File: src/rtl/spi_master_if.sv
// Byte-stream and SPI pin bundle for spi_master.
// The master modport is the SPI master itself; the slave modport is the byte source/sink and SPI pins.
interface spi_master_if #(
  parameter int DIV_WIDTH = 32
);
  logic [DIV_WIDTH-1:0] spi_sclk_div_i;
  logic [7:0]           spi_byte_data_i;
  logic                 spi_byte_dc_i;
  logic                 spi_byte_last_i;
  logic                 spi_byte_vld_i;
  logic                 spi_byte_rdy_o;
  logic                 spi_miso_i;
  logic                 spi_sclk_o;
  logic                 spi_mosi_o;
  logic                 spi_cs_n_o;
  logic                 spi_dc_o;
  logic [7:0]           spi_byte_data_o;
  logic                 spi_byte_vld_o;

  modport master (
    input  spi_sclk_div_i, spi_byte_data_i, spi_byte_dc_i, spi_byte_last_i,
    input  spi_byte_vld_i, spi_miso_i,
    output spi_byte_rdy_o, spi_sclk_o, spi_mosi_o, spi_cs_n_o, spi_dc_o,
    output spi_byte_data_o, spi_byte_vld_o
  );

  modport slave (
    output spi_sclk_div_i, spi_byte_data_i, spi_byte_dc_i, spi_byte_last_i,
    output spi_byte_vld_i, spi_miso_i,
    input  spi_byte_rdy_o, spi_sclk_o, spi_mosi_o, spi_cs_n_o, spi_dc_o,
    input  spi_byte_data_o, spi_byte_vld_o
  );
endinterface

File: src/rtl/spi_master.sv
// Byte-oriented SPI mode-0 master, MSB first, with a D/C sideband pin.
// Bytes arrive on a valid/ready handshake; each received byte is returned as a one-cycle pulse.
module spi_master #(
  parameter int CS_IDLE_CYCLES = 2,
  parameter int DIV_WIDTH      = 32
) (
  input  logic            clk_i,
  input  logic            rst_i,
  spi_master_if.master    bus
);

  typedef enum logic [2:0] {IDLE, SETUP, SHIFT, HOLD, GAP} state_e;

  state_e                state_q;
  logic [DIV_WIDTH-1:0]  div_q;
  logic [DIV_WIDTH-1:0]  cnt_q;
  logic [4:0]            edge_q;
  logic [7:0]            tx_q;
  logic [7:0]            rx_q;
  logic [7:0]            gap_q;
  logic                  last_q;
  logic                  sclk_q;
  logic                  mosi_q;
  logic                  cs_n_q;
  logic                  dc_q;
  logic                  rdy_q;
  logic [7:0]            data_q;
  logic                  vld_q;

  logic [DIV_WIDTH-1:0]  div_d;
  logic [4:0]            edge_d;
  logic                  accept_d;

  always_comb begin
    div_d    = (bus.spi_sclk_div_i == '0) ? DIV_WIDTH'(1) : bus.spi_sclk_div_i;
    edge_d   = edge_q + 5'd1;
    accept_d = (state_q == IDLE) && rdy_q && bus.spi_byte_vld_i;
  end

  always_ff @(posedge clk_i) begin
    if (rst_i) begin
      state_q <= IDLE;
      div_q   <= DIV_WIDTH'(1);
      cnt_q   <= '0;
      edge_q  <= '0;
      tx_q    <= '0;
      rx_q    <= '0;
      gap_q   <= '0;
      last_q  <= 1'b0;
      sclk_q  <= 1'b0;
      mosi_q  <= 1'b0;
      cs_n_q  <= 1'b1;
      dc_q    <= 1'b0;
      rdy_q   <= 1'b0;
      data_q  <= '0;
      vld_q   <= 1'b0;
    end else begin
      vld_q <= 1'b0;
      case (state_q)
        IDLE: begin
          // cs_n is left alone here so a burst stays open between bytes
          rdy_q <= 1'b1;
          if (accept_d) begin
            rdy_q   <= 1'b0;
            div_q   <= div_d;
            cnt_q   <= div_d - DIV_WIDTH'(1);
            last_q  <= bus.spi_byte_last_i;
            dc_q    <= bus.spi_byte_dc_i;
            mosi_q  <= bus.spi_byte_data_i[7];
            tx_q    <= {bus.spi_byte_data_i[6:0], 1'b0};
            cs_n_q  <= 1'b0;
            sclk_q  <= 1'b0;
            edge_q  <= '0;
            state_q <= SETUP;
          end
        end
        SETUP: begin
          if (cnt_q == '0) begin
            sclk_q  <= 1'b1;
            rx_q    <= {rx_q[6:0], bus.spi_miso_i};
            edge_q  <= 5'd1;
            cnt_q   <= div_q - DIV_WIDTH'(1);
            state_q <= SHIFT;
          end else begin
            cnt_q <= cnt_q - DIV_WIDTH'(1);
          end
        end
        SHIFT: begin
          if (cnt_q == '0) begin
            cnt_q  <= div_q - DIV_WIDTH'(1);
            edge_q <= edge_d;
            if (edge_d[0]) begin
              sclk_q <= 1'b1;
              rx_q   <= {rx_q[6:0], bus.spi_miso_i};
            end else begin
              sclk_q <= 1'b0;
              if (edge_d == 5'd16) begin
                data_q <= rx_q;
                vld_q  <= 1'b1;
                if (last_q) begin
                  state_q <= HOLD;
                end else begin
                  rdy_q   <= 1'b1;
                  state_q <= IDLE;
                end
              end else begin
                mosi_q <= tx_q[7];
                tx_q   <= {tx_q[6:0], 1'b0};
              end
            end
          end else begin
            cnt_q <= cnt_q - DIV_WIDTH'(1);
          end
        end
        HOLD: begin
          if (cnt_q == '0) begin
            cs_n_q  <= 1'b1;
            gap_q   <= 8'(CS_IDLE_CYCLES);
            state_q <= GAP;
          end else begin
            cnt_q <= cnt_q - DIV_WIDTH'(1);
          end
        end
        GAP: begin
          // rdy only rises once cs_n has been high for the full idle time
          if (gap_q == '0) begin
            rdy_q   <= 1'b1;
            state_q <= IDLE;
          end else begin
            gap_q <= gap_q - 8'd1;
          end
        end
        default: state_q <= IDLE;
      endcase
    end
  end

  assign bus.spi_byte_rdy_o  = rdy_q;
  assign bus.spi_sclk_o      = sclk_q;
  assign bus.spi_mosi_o      = mosi_q;
  assign bus.spi_cs_n_o      = cs_n_q;
  assign bus.spi_dc_o        = dc_q;
  assign bus.spi_byte_data_o = data_q;
  assign bus.spi_byte_vld_o  = vld_q;

endmodule

File: src/flat_wrapper.sv
// flat-port wrapper written by rule: the top's interface ports become plain ports
module spi_master_flat 
#(
  parameter int CS_IDLE_CYCLES = 2,
  parameter int DIV_WIDTH      = 32
)
  (clk_i, rst_i, bus_spi_sclk_div_i, bus_spi_byte_data_i, bus_spi_byte_dc_i, bus_spi_byte_last_i, bus_spi_byte_vld_i, bus_spi_miso_i, bus_spi_byte_rdy_o, bus_spi_sclk_o, bus_spi_mosi_o, bus_spi_cs_n_o, bus_spi_dc_o, bus_spi_byte_data_o, bus_spi_byte_vld_o);
  spi_master_if #(.DIV_WIDTH(DIV_WIDTH)) bus_i ();
  input  logic clk_i;
  input  logic rst_i;
  input wire logic [$bits(bus_i.spi_sclk_div_i)-1:0] bus_spi_sclk_div_i;
  input wire logic [$bits(bus_i.spi_byte_data_i)-1:0] bus_spi_byte_data_i;
  input wire logic [$bits(bus_i.spi_byte_dc_i)-1:0] bus_spi_byte_dc_i;
  input wire logic [$bits(bus_i.spi_byte_last_i)-1:0] bus_spi_byte_last_i;
  input wire logic [$bits(bus_i.spi_byte_vld_i)-1:0] bus_spi_byte_vld_i;
  input wire logic [$bits(bus_i.spi_miso_i)-1:0] bus_spi_miso_i;
  output wire logic [$bits(bus_i.spi_byte_rdy_o)-1:0] bus_spi_byte_rdy_o;
  output wire logic [$bits(bus_i.spi_sclk_o)-1:0] bus_spi_sclk_o;
  output wire logic [$bits(bus_i.spi_mosi_o)-1:0] bus_spi_mosi_o;
  output wire logic [$bits(bus_i.spi_cs_n_o)-1:0] bus_spi_cs_n_o;
  output wire logic [$bits(bus_i.spi_dc_o)-1:0] bus_spi_dc_o;
  output wire logic [$bits(bus_i.spi_byte_data_o)-1:0] bus_spi_byte_data_o;
  output wire logic [$bits(bus_i.spi_byte_vld_o)-1:0] bus_spi_byte_vld_o;
  assign bus_i.spi_sclk_div_i = bus_spi_sclk_div_i;
  assign bus_i.spi_byte_data_i = bus_spi_byte_data_i;
  assign bus_i.spi_byte_dc_i = bus_spi_byte_dc_i;
  assign bus_i.spi_byte_last_i = bus_spi_byte_last_i;
  assign bus_i.spi_byte_vld_i = bus_spi_byte_vld_i;
  assign bus_i.spi_miso_i = bus_spi_miso_i;
  assign bus_spi_byte_rdy_o = bus_i.spi_byte_rdy_o;
  assign bus_spi_sclk_o = bus_i.spi_sclk_o;
  assign bus_spi_mosi_o = bus_i.spi_mosi_o;
  assign bus_spi_cs_n_o = bus_i.spi_cs_n_o;
  assign bus_spi_dc_o = bus_i.spi_dc_o;
  assign bus_spi_byte_data_o = bus_i.spi_byte_data_o;
  assign bus_spi_byte_vld_o = bus_i.spi_byte_vld_o;
  spi_master #(.CS_IDLE_CYCLES(CS_IDLE_CYCLES), .DIV_WIDTH(DIV_WIDTH)) u_core (.clk_i(clk_i), .rst_i(rst_i), .bus(bus_i));
endmodule
File: config.mk
export PLATFORM = sky130hd
export DESIGN_NAME = spi_master_flat
export DESIGN_NICKNAME = d
export VERILOG_FILES = /design/src/rtl/spi_master_if.sv /design/src/rtl/spi_master.sv /design/src/flat_wrapper.sv
export SDC_FILE = /design/constraint.sdc
export NUM_CORES = 1
export LEC_CHECK = 0
export ABC_AREA = 1
export CORE_UTILIZATION = 56
export CTS_CLUSTER_DIAMETER = 60
export CTS_CLUSTER_SIZE = 8
export DETAILED_ROUTE_END_ITERATION = 10
export GPL_ROUTABILITY_DRIVEN = 0
export GPL_TIMING_DRIVEN = 1
export PLACE_DENSITY = 0.74
export SLEW_MARGIN = 20
export SYNTH_ARGS = -nofsm -noshare
export SYNTH_HDL_FRONTEND = slang
export SYNTH_SLANG_ARGS = --single-unit
File: constraint.sdc
create_clock -name clk_i -period 2.4 [get_ports clk_i]
set_clock_uncertainty 0.1 [all_clocks]
set_input_delay 0.24 -clock clk_i [delete_from_list [all_inputs] [get_ports clk_i]]
set_output_delay 0.24 -clock clk_i [all_outputs]
set_load 0.01 [all_outputs]
Word level (Yosys, flattened, before mapping)
Cells that the tools add are included.
Operators by class
  bitwise operators: 3
  $mul: 0
  eq/ne operators: 17
  magnitude comparators: 0
  muxes and demuxes: 49
  div/mod/pow operators: 0
  reductions and logical operators: 25
  shift-type cells: 0
  $add $sub $neg: 5
Operators by type and width (number)
  2-to-1 mux 32 bit: 4
  case mux 32 bit (3 select lines): 1
  subtractor 32 x 1 -> 32 bit, second input constant: 3
  2-to-1 mux 8 bit: 9
  zero test 32 bit: 2
  case mux 8 bit (2 select lines): 3
  2-to-1 mux 3 bit: 7
  2-to-1 mux 1 bit: 15
  2-to-1 mux 5 bit: 3
  case mux 3 bit (5 select lines): 1
  case mux 5 bit (3 select lines): 1
  inequality test 2 x 1 -> 1 bit, second input constant: 7
  AND reduction 4 bit: 3
  inequality test 2 bit, second input constant: 5
  AND reduction 3 bit: 3
  nonzero test 3 bit: 3
  zero test 8 bit: 1
  nonzero test 2 bit: 4
  subtractor 8 x 1 -> 8 bit, second input constant: 1
  AND reduction 7 bit: 1
  == test 3 x 2 -> 1 bit, second input constant: 2
  case mux 1 bit (3 select lines): 2
  AND reduction 6 bit: 1
  adder 5 x 1 -> 5 bit, second input constant: 1
  12 further kinds: 16
Storage, ports and cells
  bits in read-only memories: 0
  memory bits (writable): 0
  bits in latches: 0
  logic and storage cells: 114
  memories: 0
  output and inout bits: 14
  flip-flop bits (word level): 111
  bits of input ports: 46

Depth between registers and ports, before layout
  word-level depth: 6
  mapped depth: 19
  gate-level depth less buffers: 19

Least setup slack after synthesis
OpenSTA, ideal clock, no wires.
  path type: input port to flip-flop
  start: input bus_spi_sclk_div_i[8]
  end: register u_core.cnt_q[30]
  setup time: 0.109 ns
  stages: 18
  path slack: 0.257 ns
  data required time: 2.191 ns
  arrival: 1.934 ns
  cells stage by stage: nor2_1 -> nand2_1 -> nor2_1 -> nand2_1 -> nor2_1 -> nor2_2 -> ha_1 -> inv_1 -> nor2_1 -> nand2_1 -> nor2_1 -> nand2_1 -> nor2_1 -> nand3_1 -> nand3_1 -> nand4_1 -> nand2_1 -> inv_1
Between the ends
  word-level cells in the longest chain between the ends: 5
RTL lines
  start, declared: RTL line flat_wrapper.sv:11  | input wire logic [$bits(bus_i.spi_sclk_div_i)-1:0] bus_spi_sclk_div_i;
  zero test 32 bit: RTL line spi_master.sv:35  | div_d = (bus.spi_sclk_div_i == '0) ? DIV_WIDTH'(1) : bus.spi_sclk_div_i;
  2-to-1 mux 32 bit *: RTL line spi_master.sv:35
  subtractor 32 x 1 -> 32 bit *: RTL line spi_master.sv:66  | cnt_q <= div_d - DIV_WIDTH'(1);
  2-to-1 mux 32 bit *: RTL line spi_master.sv:63  | if (accept_d) begin
  case mux 32 bit (3 select lines) *: RTL line spi_master.sv:59  | case (state_q)
  end signal, assigned: RTL line spi_master.sv:66
  end signal, assigned: RTL line spi_master.sv:82  | cnt_q <= div_q - DIV_WIDTH'(1);
  end signal, assigned: RTL line spi_master.sv:85  | cnt_q <= cnt_q - DIV_WIDTH'(1);
  end, declared: RTL line spi_master.sv:16  | logic [DIV_WIDTH-1:0] cnt_q;
Mark *: on every way between the ends. The rest lies on a longest branch, timed or not. The select of a mux whose other input is x is not followed.
A chain may end at the register's enable or synchronous reset.

Worst setup path after layout
  start: input bus_spi_sclk_div_i[29]
  end: register u_core.cnt_q[22]
Between the ends
  word-level cells in the longest chain between the ends: 5
RTL lines (RTL line)
  zero test 32 bit: spi_master.sv:35
  2-to-1 mux 32 bit: spi_master.sv:35
  subtractor 32 x 1 -> 32 bit: spi_master.sv:66
  2-to-1 mux 32 bit: spi_master.sv:63
  case mux 32 bit (3 select lines): spi_master.sv:59
Every way passes these cells. The select of a mux whose other input is x is not followed.

==> flow_summary.yaml <==
status:
  status: "finished, final reports clean"
layout:
  finish.net_count: 1415
  fin_cells: 1538
  drive_above_1_share_pct: 14.35
  fin_area_mm2: 0.009447
  utilization_pct: 73.66
  nFillCells: 1129
  num_antenna_cells: 0
  area_delta_synth_final_pct: 25.77
floorplanning:
  die_w_um: 117.8
  die_y_um: 117.8
  ioPinCount: 60
  core_area_mm2: 0.01282
  num_rows: 41
  dieArea_mm2: 0.01388
  start_util_pct: 58.57
timing:
  maxSlewViolCount: 0
  worstMarginPinSlew_ps: 520.7
  max_freq_mhz: 440.5
  min_period_ps: 2270
  max_slew_margin_pct: 65.28
  whs_ps: 163.2
  fin_crit_sh_pct: 94.58
  setup_tns_ps: 0
  hold_violations: 0
  setup_violations: 0
place:
  dp_hpwl_um: 18820
  dpl_cell_area_mm2: 0.008884
  dp.cells: 1519
  io_buffers: 59
logic_synthesis:
  seq_area_frac_synth_pct: 29.05
  synth_area_mm2: 0.007511
  yosys.area.top_type_share_pct: 29.05
  synth_largest_area_cell: "dfxtp_1"
  ys_warn_count: 0
  ys_seq_elements: 109
  ys_types: 48
  synth_cells: 1227
  synth_flop_cell: "dfxtp_1"
  synth_nets: 1281
  ys_top_cells_by_area: "dfxtp_1 29%, nand2_1 12%, nor2_1 11%"
  syn_avg_cell_area_um2: 6.121
  synth_edf_count: 0
  async_flop_share_pct: 0
global_route:
  grt_pass1_vias: 7750
  grt_pass1_wl_um: 38770
  grtUsageTotal_pct: 35.14
  grt_start_max_net_pins: 63
  grt-ovfl-total: 0
  antenna_found_initial: 0
setup_path:
  critPathSlowestCell: "clkdlybuf4s50_1"
  endpoint_kind: "register"
  critPathMaxStageDelay_ps: 500
  crit_path_start_kind: "input pin"
  ff2ff_setup_slack_ps: 150
  cp.arrival_ps: 2430
  reg2reg_to: "u_core.cnt_q[24]"
  crit_chain: "clkdlybuf4s50_1 > nor2_2 > nand2_2 > nor2_2 > nand2_2 > nor2_4 > nor2_4 > ha_4 > inv_1 > nor2_2 > nand2_2 > nor2_4 > nand3b_1 > o21ai_1 > buf_4 > nand3_1 > o21ai_1 > inv_1"
  path_class: "in2reg"
  ff2ff_path_depth: 13
  required_ps: 2560
  critPathMaxFanout: 3
  rr_startpoint: "u_core.cnt_q[1]"
pwr:
  ir_drop_uv: 643.9
  leakage_nw: 4.496
  powerDensity_mw_per_mm2: 1132
detailed_routing:
  drc: 0
  drt-pass1-iter-count: 6
  ant_nets: 0
  viasPerCell: 5.598
  vias: 8609
  wl_um: 24390
  avgRoutedWirePerCell_um: 15.86
  drtIter0Drc: 951
clock_network:
  insertion_delay_ps: 360
  clkSinkCount: 109
  max-clock-path-buffers: 2
  cts_root_buffer: "clkbuf_16"
  cts_tree: "built"
  htreeDepth: 3
  path_clk_slew_ps: 80
  numCtsBuffers: 9
worst_hold_path:
  hold_path_class: "in2reg"
  worstHoldStart: "bus_spi_sclk_div_i[21]"
  hold_path_depth: 3
  min_to: "u_core.div_q[21]"
job:
  cap_violations: 0
-- registers in the layout, indices dropped and copies added, names as in the netlist --
register / flops
u_core.cnt_q: 32
u_core.div_q: 32
u_core.bus.spi_byte_data_o: 8
u_core.gap_q: 8
u_core.rx_q: 8
u_core.tx_q: 7
u_core.edge_q: 5
u_core.state_q: 3
u_core.bus.spi_byte_rdy_o: 1
u_core.bus.spi_byte_vld_o: 1
u_core.bus.spi_cs_n_o: 1
u_core.bus.spi_dc_o: 1
u_core.bus.spi_mosi_o: 1
u_core.last_q: 1
-- how the worst max path moves through the flow --
stage	from	slack (ps)	cells after the start	endpoint
global route	u_core.cnt_q[1]	-10	13	u_core.cnt_q[24]
CTS	bus_spi_sclk_div_i[23]	20	17	u_core.cnt_q[4]
detailed placement	bus_spi_sclk_div_i[23]	-450	17	u_core.cnt_q[14]
global placement	bus_spi_sclk_div_i[23]	-400	17	u_core.cnt_q[14]
finish	bus_spi_sclk_div_i[29]	130	18	u_core.cnt_q[22]
floorplan	bus_spi_sclk_div_i[8]	260	18	u_core.cnt_q[30]
-- power by group --
part	leakage, nW	internal, mW	switching, mW
sequential	0.892	2.28	0.536
combinational	3.45	2.17	4.11
clock	0.155	0.838	0.756
total	4.50	5.29	5.40
-- synthesized netlist by cell type (all sizes together), types with 6 or more instances --
master and instances:
a21oi 100, a31oi 6, buf 13, clkbuf 16, dfxtp 109, ha 8
inv 144, nand2 260, nand3 103, nand4 16, nor2 237, nor3 21
o21ai 117, xnor2 13, xor2 35
-- routing by layer --
metal	wire, um	share of wire (%)	track usage (%)
met2	10580	43	53.27
met4	670	2.7	11.62
met5	0	0	0
met3	2167	8.9	6.492
met1	10980	45	49.82
-- worst max-delay path: cells and delay by family --
family                     cells  cell delay, ps
and+or+nand+nor               11            1030
AOI/OAI and AO/OA              2             280
buffers and inverters          4             740
adders and majority gates      1             140
-- cell families (layout without fill, tap and decap cells) --
logic type	count (synthesis)	after routing	synth area share (%)
AOI/OAI and AO/OA	238	238	16.68
and+or+nand+nor	649	649	38.08
xor gates and xnor gates	48	48	5.597
DFF	109	109	29.05
buffers and inverters	175	314	9.262
adders and majority gates	8	8	1.333
-- layout make-up --
class,instances,area [um2],share of cell area [%]
clock buffers,9,225.2,2.384
clock inverters,7,92.59,0.9801
inverters,146,554.3,5.868
multi-input cells,943,4793,50.74
flip-flops and latches,109,2182,23.10
well taps,172,215.2,2.278
repair buffers,152,1384,14.65
-- repair_timing --
action	CTS	global route
gates resized for setup	6	73
pin swaps	0	18
endpoints found under the setup margin	8	39
hold buffers	0	0
setup buffers	0	3
cloned	0	0
-- through the flow --
stage / total power [mW] / worst slack (ps)
global placement: 8.708 / -401.8
floorplan: 6.955 / 256.8
CTS: 10.41 / 23.24
finish: 10.69 / 130.0
global route: 11.47 / -11.85
detailed placement: 8.796 / -446.6
-- cell usage in the layout (no fill, tap or decap), types with 15 or more instances in the layout --
cell type	n
nand2_1	241
nor2_1	205
inv_1	134
dfxtp_1	109
o21ai_0	103
a21oi_1	98
nand3_1	96
buf_4	90
clkdlybuf4s50_1	36
xor2_1	35
dlymetal6s2s_1	23
nor2_2	22
nand2_2	15
nand4_1	15
nor3_1	15
No activity file was read; power rests on OpenSTA's default activity.
